==> config.mk <==
export PLATFORM = sky130hd
export DESIGN_NAME = uart_rx_core
export DESIGN_NICKNAME = d
export VERILOG_FILES = /design/src/rtl/uart_pkg.sv /design/src/rtl/uart_rx_sampler.sv /design/src/rtl/uart_rx_core.sv
export SDC_FILE = /design/constraint.sdc
export NUM_CORES = 1
export LEC_CHECK = 0
export ABC_AREA = 1
export CAP_MARGIN = 20
export CORE_MARGIN = 1
export CORE_UTILIZATION = 39
export CTS_CLUSTER_DIAMETER = 30
export DETAILED_ROUTE_END_ITERATION = 12
export SKIP_CTS_REPAIR_TIMING = 1
export SLEW_MARGIN = 15
export SYNTH_ARGS = -nofsm -noshare
export SYNTH_HDL_FRONTEND = slang
export SYNTH_HIERARCHICAL = 1
export SYNTH_SLANG_ARGS = --single-unit
==> constraint.sdc <==
create_clock -name trueclk -period 1.37 [get_ports trueclk]
set_clock_uncertainty 0.2 [all_clocks]
set_input_delay 0.137 -clock trueclk [delete_from_list [all_inputs] [get_ports trueclk]]
set_output_delay 0.137 -clock trueclk [all_outputs]
set_load 0.03 [all_outputs]
==> src/rtl/uart_pkg.sv <==
// Shared definitions for the UART receive engine.
//   state_e      receiver FSM states
//   PARITY_*     parity mode encodings for the PARITY_MODE parameter
//   parity_bit() expected parity bit for a data word in a given mode
package uart_pkg;

    typedef enum logic [2:0] {
        IDLE,
        START,
        DATA,
        PARITY,
        STOP,
        DELIVER,
        BREAK
    } state_e;

    localparam int PARITY_NONE = 0;
    localparam int PARITY_EVEN = 1;
    localparam int PARITY_ODD  = 2;

    // Widest supported word; narrower words are zero-extended, which
    // leaves their XOR unchanged.
    localparam int MAX_DATA_BITS = 9;

    function automatic logic parity_bit(input logic [MAX_DATA_BITS-1:0] data,
                                        input int                       mode);
        return (mode == PARITY_ODD) ? ~(^data) : ^data;
    endfunction

endpackage

==> src/rtl/uart_rx_sampler.sv <==
// Front end of the UART receiver: synchroniser, sample-tick divider,
// per-bit tick counter and 3-sample majority vote.
//   trueclk       system clock
//   reset         synchronous, active-low
//   rx_i          raw asynchronous serial line
//   restart_i     realign divider and tick counter (IDLE-to-START)
//   rx_s_o        synchronised line
//   bit_strobe_o  1-cycle pulse: bit_value_o holds a bit decision
//   bit_value_o   majority of the last three samples
module uart_rx_sampler #(
    parameter int OVERSAMPLE = 16,
    parameter int CLK_DIV    = 4
) (
    input  logic trueclk,
    input  logic reset,
    input  logic rx_i,
    input  logic restart_i,
    output logic rx_s_o,
    output logic bit_strobe_o,
    output logic bit_value_o
);

    localparam int DIV_W  = (CLK_DIV > 1) ? $clog2(CLK_DIV) : 1;
    localparam int TCNT_W = $clog2(OVERSAMPLE);

    localparam logic [DIV_W-1:0]  DIV_LAST  = DIV_W'(CLK_DIV - 1);
    localparam logic [TCNT_W-1:0] TCNT_LAST = TCNT_W'(OVERSAMPLE - 1);
    localparam logic [TCNT_W-1:0] TCNT_MID  = TCNT_W'(OVERSAMPLE / 2 + 1);

    logic [1:0]        sync_q;
    logic [DIV_W-1:0]  div_q,    div_d;
    logic [TCNT_W-1:0] tcnt_q,   tcnt_d;
    logic [2:0]        win_q,    win_d;
    logic              strobe_q, strobe_d;
    logic              tick;

    assign rx_s_o       = sync_q[1];
    assign tick         = (div_q == DIV_LAST);
    assign bit_strobe_o = strobe_q;
    assign bit_value_o  = (win_q[0] & win_q[1]) | (win_q[0] & win_q[2]) | (win_q[1] & win_q[2]);

    always_comb begin
        // NOTE: every next-state value gets a default before any branch, so no path leaves it unassigned and no latch is inferred.
        div_d  = div_q;
        tcnt_d = tcnt_q;
        win_d  = win_q;
        if (restart_i) begin
            div_d  = '0;
            tcnt_d = '0;
        end else if (tick) begin
            div_d  = '0;
            tcnt_d = (tcnt_q == TCNT_LAST) ? '0 : tcnt_q + 1'b1;
        end else begin
            div_d  = div_q + 1'b1;
        end
        if (tick) begin
            win_d = {win_q[1:0], rx_s_o};
        end
        // The strobe is registered so the window already holds the
        // decision-tick sample; a restart must not leak a stale strobe
        // into the START state.
        strobe_d = tick && (tcnt_q == TCNT_MID) && !restart_i;
    end

    always_ff @(posedge trueclk) begin
        // NOTE: reset is synchronous, so it is just the first branch of the clocked block; the synchroniser and window preset to 1 so an idle line never looks like a start bit.
        if (!reset) begin
            sync_q   <= 2'b11;
            div_q    <= '0;
            tcnt_q   <= '0;
            win_q    <= 3'b111;
            strobe_q <= 1'b0;
        end else begin
            // NOTE: non-blocking assignments make every flop sample pre-edge values, independent of statement order.
            sync_q   <= {sync_q[0], rx_i};
            div_q    <= div_d;
            tcnt_q   <= tcnt_d;
            win_q    <= win_d;
            strobe_q <= strobe_d;
        end
    end

endmodule

==> src/rtl/uart_rx_core.sv <==
// Oversampling UART receive engine with parity, stop-bit checking and a
// valid/ready output handshake.
//   trueclk      system clock
//   reset        synchronous, active-low
//   rx_in        asynchronous serial line, idles high
//   data_out     last received word
//   data_valid   data_out / parity_err / frame_err are valid
//   data_ready   consumer accepts the word this cycle
//   parity_err   parity mismatch for the word in data_out
//   frame_err    a stop bit of the word in data_out sampled 0
//   overrun_err  1-cycle pulse: new word overwrote an unconsumed word
//   busy         high in every state except IDLE
module uart_rx_core #(
    parameter int DATA_BITS   = 8,
    parameter int OVERSAMPLE  = 16,
    parameter int CLK_DIV     = 4,
    parameter int PARITY_MODE = 0,
    parameter int STOP_BITS   = 1
) (
    input  logic                 trueclk,
    input  logic                 reset,
    input  logic                 rx_in,
    output logic [DATA_BITS-1:0] data_out,
    output logic                 data_valid,
    input  logic                 data_ready,
    output logic                 parity_err,
    output logic                 frame_err,
    output logic                 overrun_err,
    output logic                 busy
);

    import uart_pkg::*;

    localparam int IDX_W = $clog2(DATA_BITS + 1);

    localparam logic [IDX_W-1:0] LAST_DATA = IDX_W'(DATA_BITS - 1);
    localparam logic [IDX_W-1:0] LAST_STOP = IDX_W'(STOP_BITS - 1);

    state_e               state_q,      state_d;
    logic [IDX_W-1:0]     bit_idx_q,    bit_idx_d;
    logic [DATA_BITS-1:0] shift_q,      shift_d;
    logic                 parity_bad_q, parity_bad_d;
    logic                 frame_bad_q,  frame_bad_d;
    logic [DATA_BITS-1:0] data_out_q,   data_out_d;
    logic                 valid_q,      valid_d;
    logic                 perr_q,       perr_d;
    logic                 ferr_q,       ferr_d;
    logic                 ovr_q,        ovr_d;

    logic rx_s, bit_strobe, bit_value;
    logic restart, deliver;

    uart_rx_sampler #(
        .OVERSAMPLE (OVERSAMPLE),
        .CLK_DIV    (CLK_DIV)
    ) u_sampler (
        .trueclk      (trueclk),
        .reset        (reset),
        .rx_i         (rx_in),
        .restart_i    (restart),
        .rx_s_o       (rx_s),
        .bit_strobe_o (bit_strobe),
        .bit_value_o  (bit_value)
    );

    // State register.
    always_ff @(posedge trueclk) begin
        if (!reset) begin
            state_q      <= IDLE;
            bit_idx_q    <= '0;
            shift_q      <= '0;
            parity_bad_q <= 1'b0;
            frame_bad_q  <= 1'b0;
            data_out_q   <= '0;
            valid_q      <= 1'b0;
            perr_q       <= 1'b0;
            ferr_q       <= 1'b0;
            ovr_q        <= 1'b0;
        end else begin
            state_q      <= state_d;
            bit_idx_q    <= bit_idx_d;
            shift_q      <= shift_d;
            parity_bad_q <= parity_bad_d;
            frame_bad_q  <= frame_bad_d;
            data_out_q   <= data_out_d;
            valid_q      <= valid_d;
            perr_q       <= perr_d;
            ferr_q       <= ferr_d;
            ovr_q        <= ovr_d;
        end
    end

    // Next-state logic: frame FSM and output handshake.
    always_comb begin
        state_d      = state_q;
        bit_idx_d    = bit_idx_q;
        shift_d      = shift_q;
        parity_bad_d = parity_bad_q;
        frame_bad_d  = frame_bad_q;

        unique case (state_q)
            IDLE: begin
                if (!rx_s) begin
                    state_d      = START;
                    parity_bad_d = 1'b0;
                    frame_bad_d  = 1'b0;
                end
            end
            START: begin
                if (bit_strobe) begin
                    // A start bit that reads back high was a glitch.
                    state_d   = bit_value ? IDLE : DATA;
                    bit_idx_d = '0;
                end
            end
            DATA: begin
                if (bit_strobe) begin
                    // LSB arrives first, so after DATA_BITS shifts it sits in bit 0.
                    shift_d = {bit_value, shift_q[DATA_BITS-1:1]};
                    if (bit_idx_q == LAST_DATA) begin
                        state_d   = (PARITY_MODE != PARITY_NONE) ? PARITY : STOP;
                        bit_idx_d = '0;
                    end else begin
                        bit_idx_d = bit_idx_q + 1'b1;
                    end
                end
            end
            PARITY: begin
                if (bit_strobe) begin
                    parity_bad_d = (bit_value != parity_bit(MAX_DATA_BITS'(shift_q), PARITY_MODE));
                    state_d      = STOP;
                    bit_idx_d    = '0;
                end
            end
            STOP: begin
                if (bit_strobe) begin
                    if (!bit_value) begin
                        frame_bad_d = 1'b1;
                    end
                    if (bit_idx_q == LAST_STOP) begin
                        state_d = DELIVER;
                    end else begin
                        bit_idx_d = bit_idx_q + 1'b1;
                    end
                end
            end
            DELIVER: begin
                // A low line after a bad stop bit is a break; wait it out
                // rather than treating it as the next start bit.
                state_d = (frame_bad_q && !rx_s) ? BREAK : IDLE;
            end
            BREAK: begin
                if (rx_s) begin
                    state_d = IDLE;
                end
            end
            default: state_d = IDLE;
        endcase

        data_out_d = data_out_q;
        valid_d    = valid_q;
        perr_d     = perr_q;
        ferr_d     = ferr_q;
        ovr_d      = 1'b0;
        if (deliver) begin
            // A new word always wins; losing an unconsumed one is flagged.
            data_out_d = shift_q;
            perr_d     = parity_bad_q;
            ferr_d     = frame_bad_q;
            valid_d    = 1'b1;
            ovr_d      = valid_q && !data_ready;
        end else if (valid_q && data_ready) begin
            valid_d = 1'b0;
            perr_d  = 1'b0;
            ferr_d  = 1'b0;
        end
    end

    // Output / control decode from the current state.
    always_comb begin
        busy    = (state_q != IDLE);
        restart = (state_q == IDLE) && !rx_s;
        deliver = (state_q == DELIVER);
    end

    assign data_out    = data_out_q;
    assign data_valid  = valid_q;
    assign parity_err  = perr_q;
    assign frame_err   = ferr_q;
    assign overrun_err = ovr_q;

endmodule
# --- Word-level counts from Yosys, hierarchy flattened ---
# Index checks and enable logic that the tools add are counted.
totals:
  regBits: 41
  inputBits: 4
  output_inout_bits: 13
  wordCells: 100
op_classes:
  addsub: 3
  n_eq_ne: 22
  n_mux: 28
  bitwise: 6
  reduce_logical: 26
op_table:
  columns: ["op", "count"]
  rows:
  - ["$mux W3", 9]
  - ["$mux W4", 6]
  - ["$pmux W3 S7", 1]
  - ["$ne A2 B1 Y1 const B", 6]
  - ["$pmux W4 S3", 1]
  - ["$ne A2 B2 Y1 const B", 5]
  - ["$eq A3 B3 Y1 const B", 3]
  - ["$reduce_xor A9 Y1", 1]
  - ["$add A4 B1 Y4 const B", 2]
  - ["$eq A4 B4 Y1 const B", 2]
  - ["$mux W1", 8]
  - ["$reduce_and A8 Y1", 1]
  - ["$eq A3 B2 Y1 const B", 2]
  - ["$logic_and A1 B1 Y1", 6]
  - ["$reduce_bool A2 Y1", 3]
  - ["$reduce_bool A3 Y1", 2]
  - ["$reduce_and A5 Y1", 1]
  - ["$eq A4 B3 Y1 const B", 1]
  - ["$logic_not A4 Y1", 1]
  - ["$pmux W1 S2", 2]
  - ["$reduce_and A2 Y1", 2]
  - ["$reduce_and A4 Y1", 1]
  - ["$reduce_or A2 Y1", 2]
  - ["$and A1 B1 Y1", 3]
  - ["11 further kinds", 14]

# --- Depth between registers and ports, before layout ---
depth:
  depth_word: 6
  mapped_depth: 11
  depth_no_buf: 10

# --- Modules after synthesis ---
# The synthesis kept the hierarchy.
modules_own_cells:
  columns: ["module", "instances", "cells_per_inst", "area_each_um2", "seq_area_each_um2"]
  rows:
  - ["uart_rx_core", 1, 193, 1427.6, 580.6]
  - ["uart_rx_sampler", 1, 56, 491.7, 240.2]

# --- Least setup slack after synthesis ---
# Ideal clock, no wire load.
synth_path:
  path_type: "reg-to-reg"
  from: "reg u_sampler.win_q[0]"
  to: "reg parity_bad_q"
  setup_time_ps: 70
  arrival_time_ps: 1240
  required_ps: 1100
  slack_ps: -139
  stages_incl_launch_ff: 11
  path_buffers: 0
  synth_period_minus_slack_ps: 1509
  path_cell_list: "dfxtp_1 maj3_1 inv_1 nand2_1 nand2_1 nand2_1 nand2_1 inv_1 nand3_1 nand3_1 a21oi_1"
synth_via:
  elab_chain_len: 6
  elab_cells_between_ends: 7
  classes_between: "eq/ne: 1; mux: 2; bitwise: 4"
synth_rtl:
  columns: ["element", "line_no", "source"]
  rows:
  - ["start, declared", "uart_rx_sampler.sv:33", "logic [2:0] win_q, win_d;"]
  - ["start signal, assigned", "uart_rx_sampler.sv:78", "win_q <= win_d;"]
  - ["$and A1 B1 Y1", "uart_rx_sampler.sv:40", "assign bit_value_o = (win_q[0] & win_q[1]) | (win_q[0] & win_q[2]) | (win_q[1] & win_q[2]);"]
  - ["$or A1 B1 Y1 (*) (2 in a row)", "uart_rx_sampler.sv:40", null]
  - ["via bit_value", "uart_rx_core.sv:50", "logic rx_s, bit_strobe, bit_value;"]
  - ["$ne A1 B1 Y1 (*)", "uart_rx_core.sv:130", "parity_bad_d = (bit_value != parity_bit(MAX_DATA_BITS'(shift_q), PARITY_MODE));"]
  - ["$mux W1 (*)", "uart_rx_core.sv:129", "if (bit_strobe) begin"]
  - ["$pmux W1 S2 (*)", "uart_rx_core.sv:101", "unique case (state_q)"]
  - ["end signal, assigned", "uart_rx_core.sv:83", "parity_bad_q <= parity_bad_d;"]
  - ["end, declared", "uart_rx_core.sv:42", "logic parity_bad_q, parity_bad_d;"]
# The timed path passes the listed nets; every way through them passes the cells marked *. The select of a mux whose other input is x is not followed.
# A chain may end at the register's enable or synchronous reset.

# --- Worst setup path in the final report ---
layout_path:
  from: "reg u_sampler.win_q[0]"
  to: "reg state_q[1]"
layout_via:
  elab_chain_len: 6
  elab_cells_between_ends: 7
  classes_between: "mux: 3; bitwise: 4"
layout_rtl:
  columns: ["element", "line_no", "source"]
  rows:
  - ["$and A1 B1 Y1", "uart_rx_sampler.sv:40", null]
  - ["$or A1 B1 Y1 (*) (2 in a row)", "uart_rx_sampler.sv:40", null]
  - ["via bit_value", "uart_rx_core.sv:50", null]
  - ["$mux W2 (*)", "uart_rx_core.sv:112", "state_d = bit_value ? IDLE : DATA;"]
  - ["$mux W3 (*)", "uart_rx_core.sv:110", "if (bit_strobe) begin"]
  - ["$pmux W3 S7 (*)", "uart_rx_core.sv:101", null]
  - ["end signal, assigned", "uart_rx_core.sv:80", "state_q <= state_d;"]
  - ["end, declared", "uart_rx_core.sv:39", "state_e state_q, state_d;"]
# Marks and branches as above.

==> run_results.csv <==
group,metric,value,unit
hold_path,hp-class,"in -> reg",
critical_path,crit_type,"reg -> reg",
synth,seq_area_frac_synth,0.428,
power_and_ir_drop,ir_drop,0.618,mV
critical_path,cp.required,1.40,ns
critical_path,cp_slowest_cell,"maj3_2",
critical_path,r2r_slack,-0.20,ns
critical_path,critPathMaxFanout,4,
sta,relSlewSlack,0.782,
synth,ys.flop_type,"dfxtp_1",
hold_path,holdPathStages,2,
run_status,violations,"negative setup slack",
synth,yosys.area.top_type,"dfxtp_1",
floorplan,num_rows,25,
synth,synth_edf_count,0,
layout,final_area,0.00277,mm²
synth,synthArstFlopShare,0,
clock_tree,clock_latency,0.29,ns
critical_path,r2r_end,"state_q[1]",
floorplan,die_area,0.00521,mm²
critical_path,worst_setup_path_start_kind,"flip-flop",
placement,port_buffers,16,
critical_path,cp_slowest_stage_delay,0.34,ns
placement,place.gp.congestion,0.783,
synth,yosysMostFrequentCell,"nand2_1",
floorplan,ios,17,
drt,routed_via_density,4.69,
global_route,antenna_found_initial,0,
global_route,grt_pass1_vias,1513,
floorplan,coreArea,0.00472,mm²
placement,placed_area,0.00239,mm²
critical_path,path_buf_inv,1,
layout,fillCellCount,415,
hold_path,min_from,"rx_in",
critical_path,cp_cell_sequence,"maj3_2 -> buf_4 -> o31ai_2 -> o21ai_2 -> nor2_1",
synth,syn_area,0.00192,mm²
clock_tree,cts_root_buf,"clkbuf_8",
sta,slew_violations,0,
run_status,status,"finished with violations",
drt,num_vias,1743,
clock_tree,clkTransAtPathRegs,0.08,ns
floorplan,start_util,0.406,
drt,routedWlPerCell,11.6,µm
critical_path,ff2ff_path_depth,5,
synth,synth_cell_types,33,
drt,drc,0,
clock_tree,cts_tree,"done",
drt,routed_wl,4330,µm
power_and_ir_drop,power_density,1260,mW/mm²
global_route,grt_use_total,0.160,
sta,hold_violations,0,
synth,avgSynthCellArea,7.71,µm²
synth,synth_top_area_share,0.428,
critical_path,crit_family,"compound AO/OA/AOI/OAI gates",
layout,n_antenna_cell,0,
synth,syn_inst,249,
power_and_ir_drop,p_leak,1.36,nW
critical_path,end_kind,"flip-flop",
synth,syn_nets,258,
drt,ant_nets,0,
global_route,overflow,0,
floorplan,die_y,72.2,µm
placement,hpwl,2820,µm
floorplan,die_x,72.2,µm
sta,worstMarginPinSlew,0.327,ns
sta,period_minus_slack,1.57,ns
hold_path,min_to,"u_sampler/sync_q[0]",
synth,synth_area_leaders,"dfxtp_1, nand2_1, a21oi_1",
sta,layout_setup_ws,-0.199,ns
drt,drtIter0Drc,107,
global_route,grt_max_degree,21,
synth,ys_ff_latch,41,
sta,fin_crit_sh,1.14,
critical_path,worstPathArrival,1.59,ns
drt,drt-pass1-iter-count,4,
layout,syn_to_final_growth,44.1,%
clock_tree,clkSinkCount,41,
layout,final_util,0.585,
synth,synth_commonest_cells,"nand2_1, dfxtp_1, a21oi_1",
sta,rsz0062_at_grt,"true",
critical_path,cp-startpoint,"u_sampler/win_q[0]",
sta,setup_viol,17,
synth,ys.warnings.count,6,
global_route,grt_pass1_wl,6530,µm
critical_path,reg2reg_from,"u_sampler/win_q[0]",
sta,fmax,638,MHz
layout,drive_above_1_share,0.377,
clock_tree,h-tree-depth,2,
clock_tree,cts_made_buffers,5,
run,drv_cap,0,
clock_tree,clk_path_buf_depth,2,
layout,layout.nets,313,
sequential cells by signal (all words and copies together) (netlist names):
name,cells
data_out,8
shift_q,8
bit_idx_q,4
u_sampler/tcnt_q,4
state_q,3
u_sampler/win_q,3
u_sampler/div_q,2
u_sampler/sync_q,2
data_valid,1
frame_bad_q,1
frame_err,1
overrun_err,1
parity_bad_q,1
parity_err,1
u_sampler/bit_strobe_o,1
how the worst max path moves through the flow:
stage                   endpoint  slack [ns]  depth (start not counted)
floorplan           parity_bad_q       -0.06                         10
global placement      state_q[1]       -0.17                          9
detailed placement    state_q[1]       -0.18                          9
CTS                   data_valid       -0.30                          1
global route        parity_bad_q       -0.27                         10
finish                state_q[1]       -0.20                          5
cell type report:
cell class	instances	area, µm²	area share
tap	67	83.8	0.0303
inverter	31	126	0.0457
multi-input combinational	170	1100	0.399
sequential	41	837	0.303
clock inverter	2	13.8	0.00498
timing repair buffer	55	519	0.188
clock buffer	6	82.6	0.0299
placed cells by master (no fill, tap or decap), drive strengths merged:
| master | instances |
|---|---|
| a21oi | 28 |
| o21ai | 21 |
| nand3b | 1 |
| clkinv | 2 |
| xnor2 | 3 |
| nor3b | 2 |
| dlymetal6s2s | 12 |
| nor3 | 4 |
| nor2 | 21 |
| or2 | 2 |
| clkdlybuf4s50 | 3 |
| clkbuf | 6 |
| o31ai | 1 |
| buf | 40 |
| a211oi | 2 |
| nand3 | 15 |
| maj3 | 1 |
| inv | 31 |
| nand2 | 60 |
| nand4 | 2 |
| o21a | 1 |
| ha | 5 |
| dfxtp | 41 |
| o211ai | 1 |
worst register-to-register path, delay by kind of cell (launching register included):
kind	cells	cell delay, ns
AND/OR/NAND/NOR	1	0.08
buffers and inverters	1	0.15
adder cells (fa/ha/maj)	1	0.34
flip-flops	1	0.33
AO/OA/AOI/OAI	2	0.40
kinds of logic after synthesis:
kind of cell	synth area share
AND/OR/NAND/NOR	0.272
AO/OA/AOI/OAI	0.164
flip-flops	0.428
buffers and inverters	0.0841
adder cells (fa/ha/maj)	0.0378
XOR/XNOR	0.0137
report_power, final:
part / switching, mW / internal [mW] / total [mW]
sequential: 0.0875 / 1.28 / 1.37
clock: 0.416 / 0.408 / 0.825
combinational: 0.716 / 0.588 / 1.30
stage by stage:
stage / hold WS, ns / power, mW / cells / TNS [ns] / setup WS, ns
after floorplan: 0.0210 / 2.09 / 249 / -0.218 / -0.0579
after global placement: 0.198 / 2.39 / 353 / -2.40 / -0.166
after detailed placement: 0.200 / 2.40 / 353 / -3.14 / -0.182
after CTS: 0.198 / 3.25 / 361 / -7.04 / -0.302
after global routing: 0.227 / 3.70 / 372 / -2.60 / -0.268
final: 0.205 / 3.50 / 372 / -1.69 / -0.199
per-layer routing:
layer  vias to the layer above  GRT usage  share of wire
met1                       795      0.206           0.50
met3                         6     0.0431          0.027
met2                        28      0.259           0.46
met5                         -          0              0
met4                         0     0.0588          0.017
li1                        914          -              -
No activity file was read; power rests on OpenSTA's default activity.
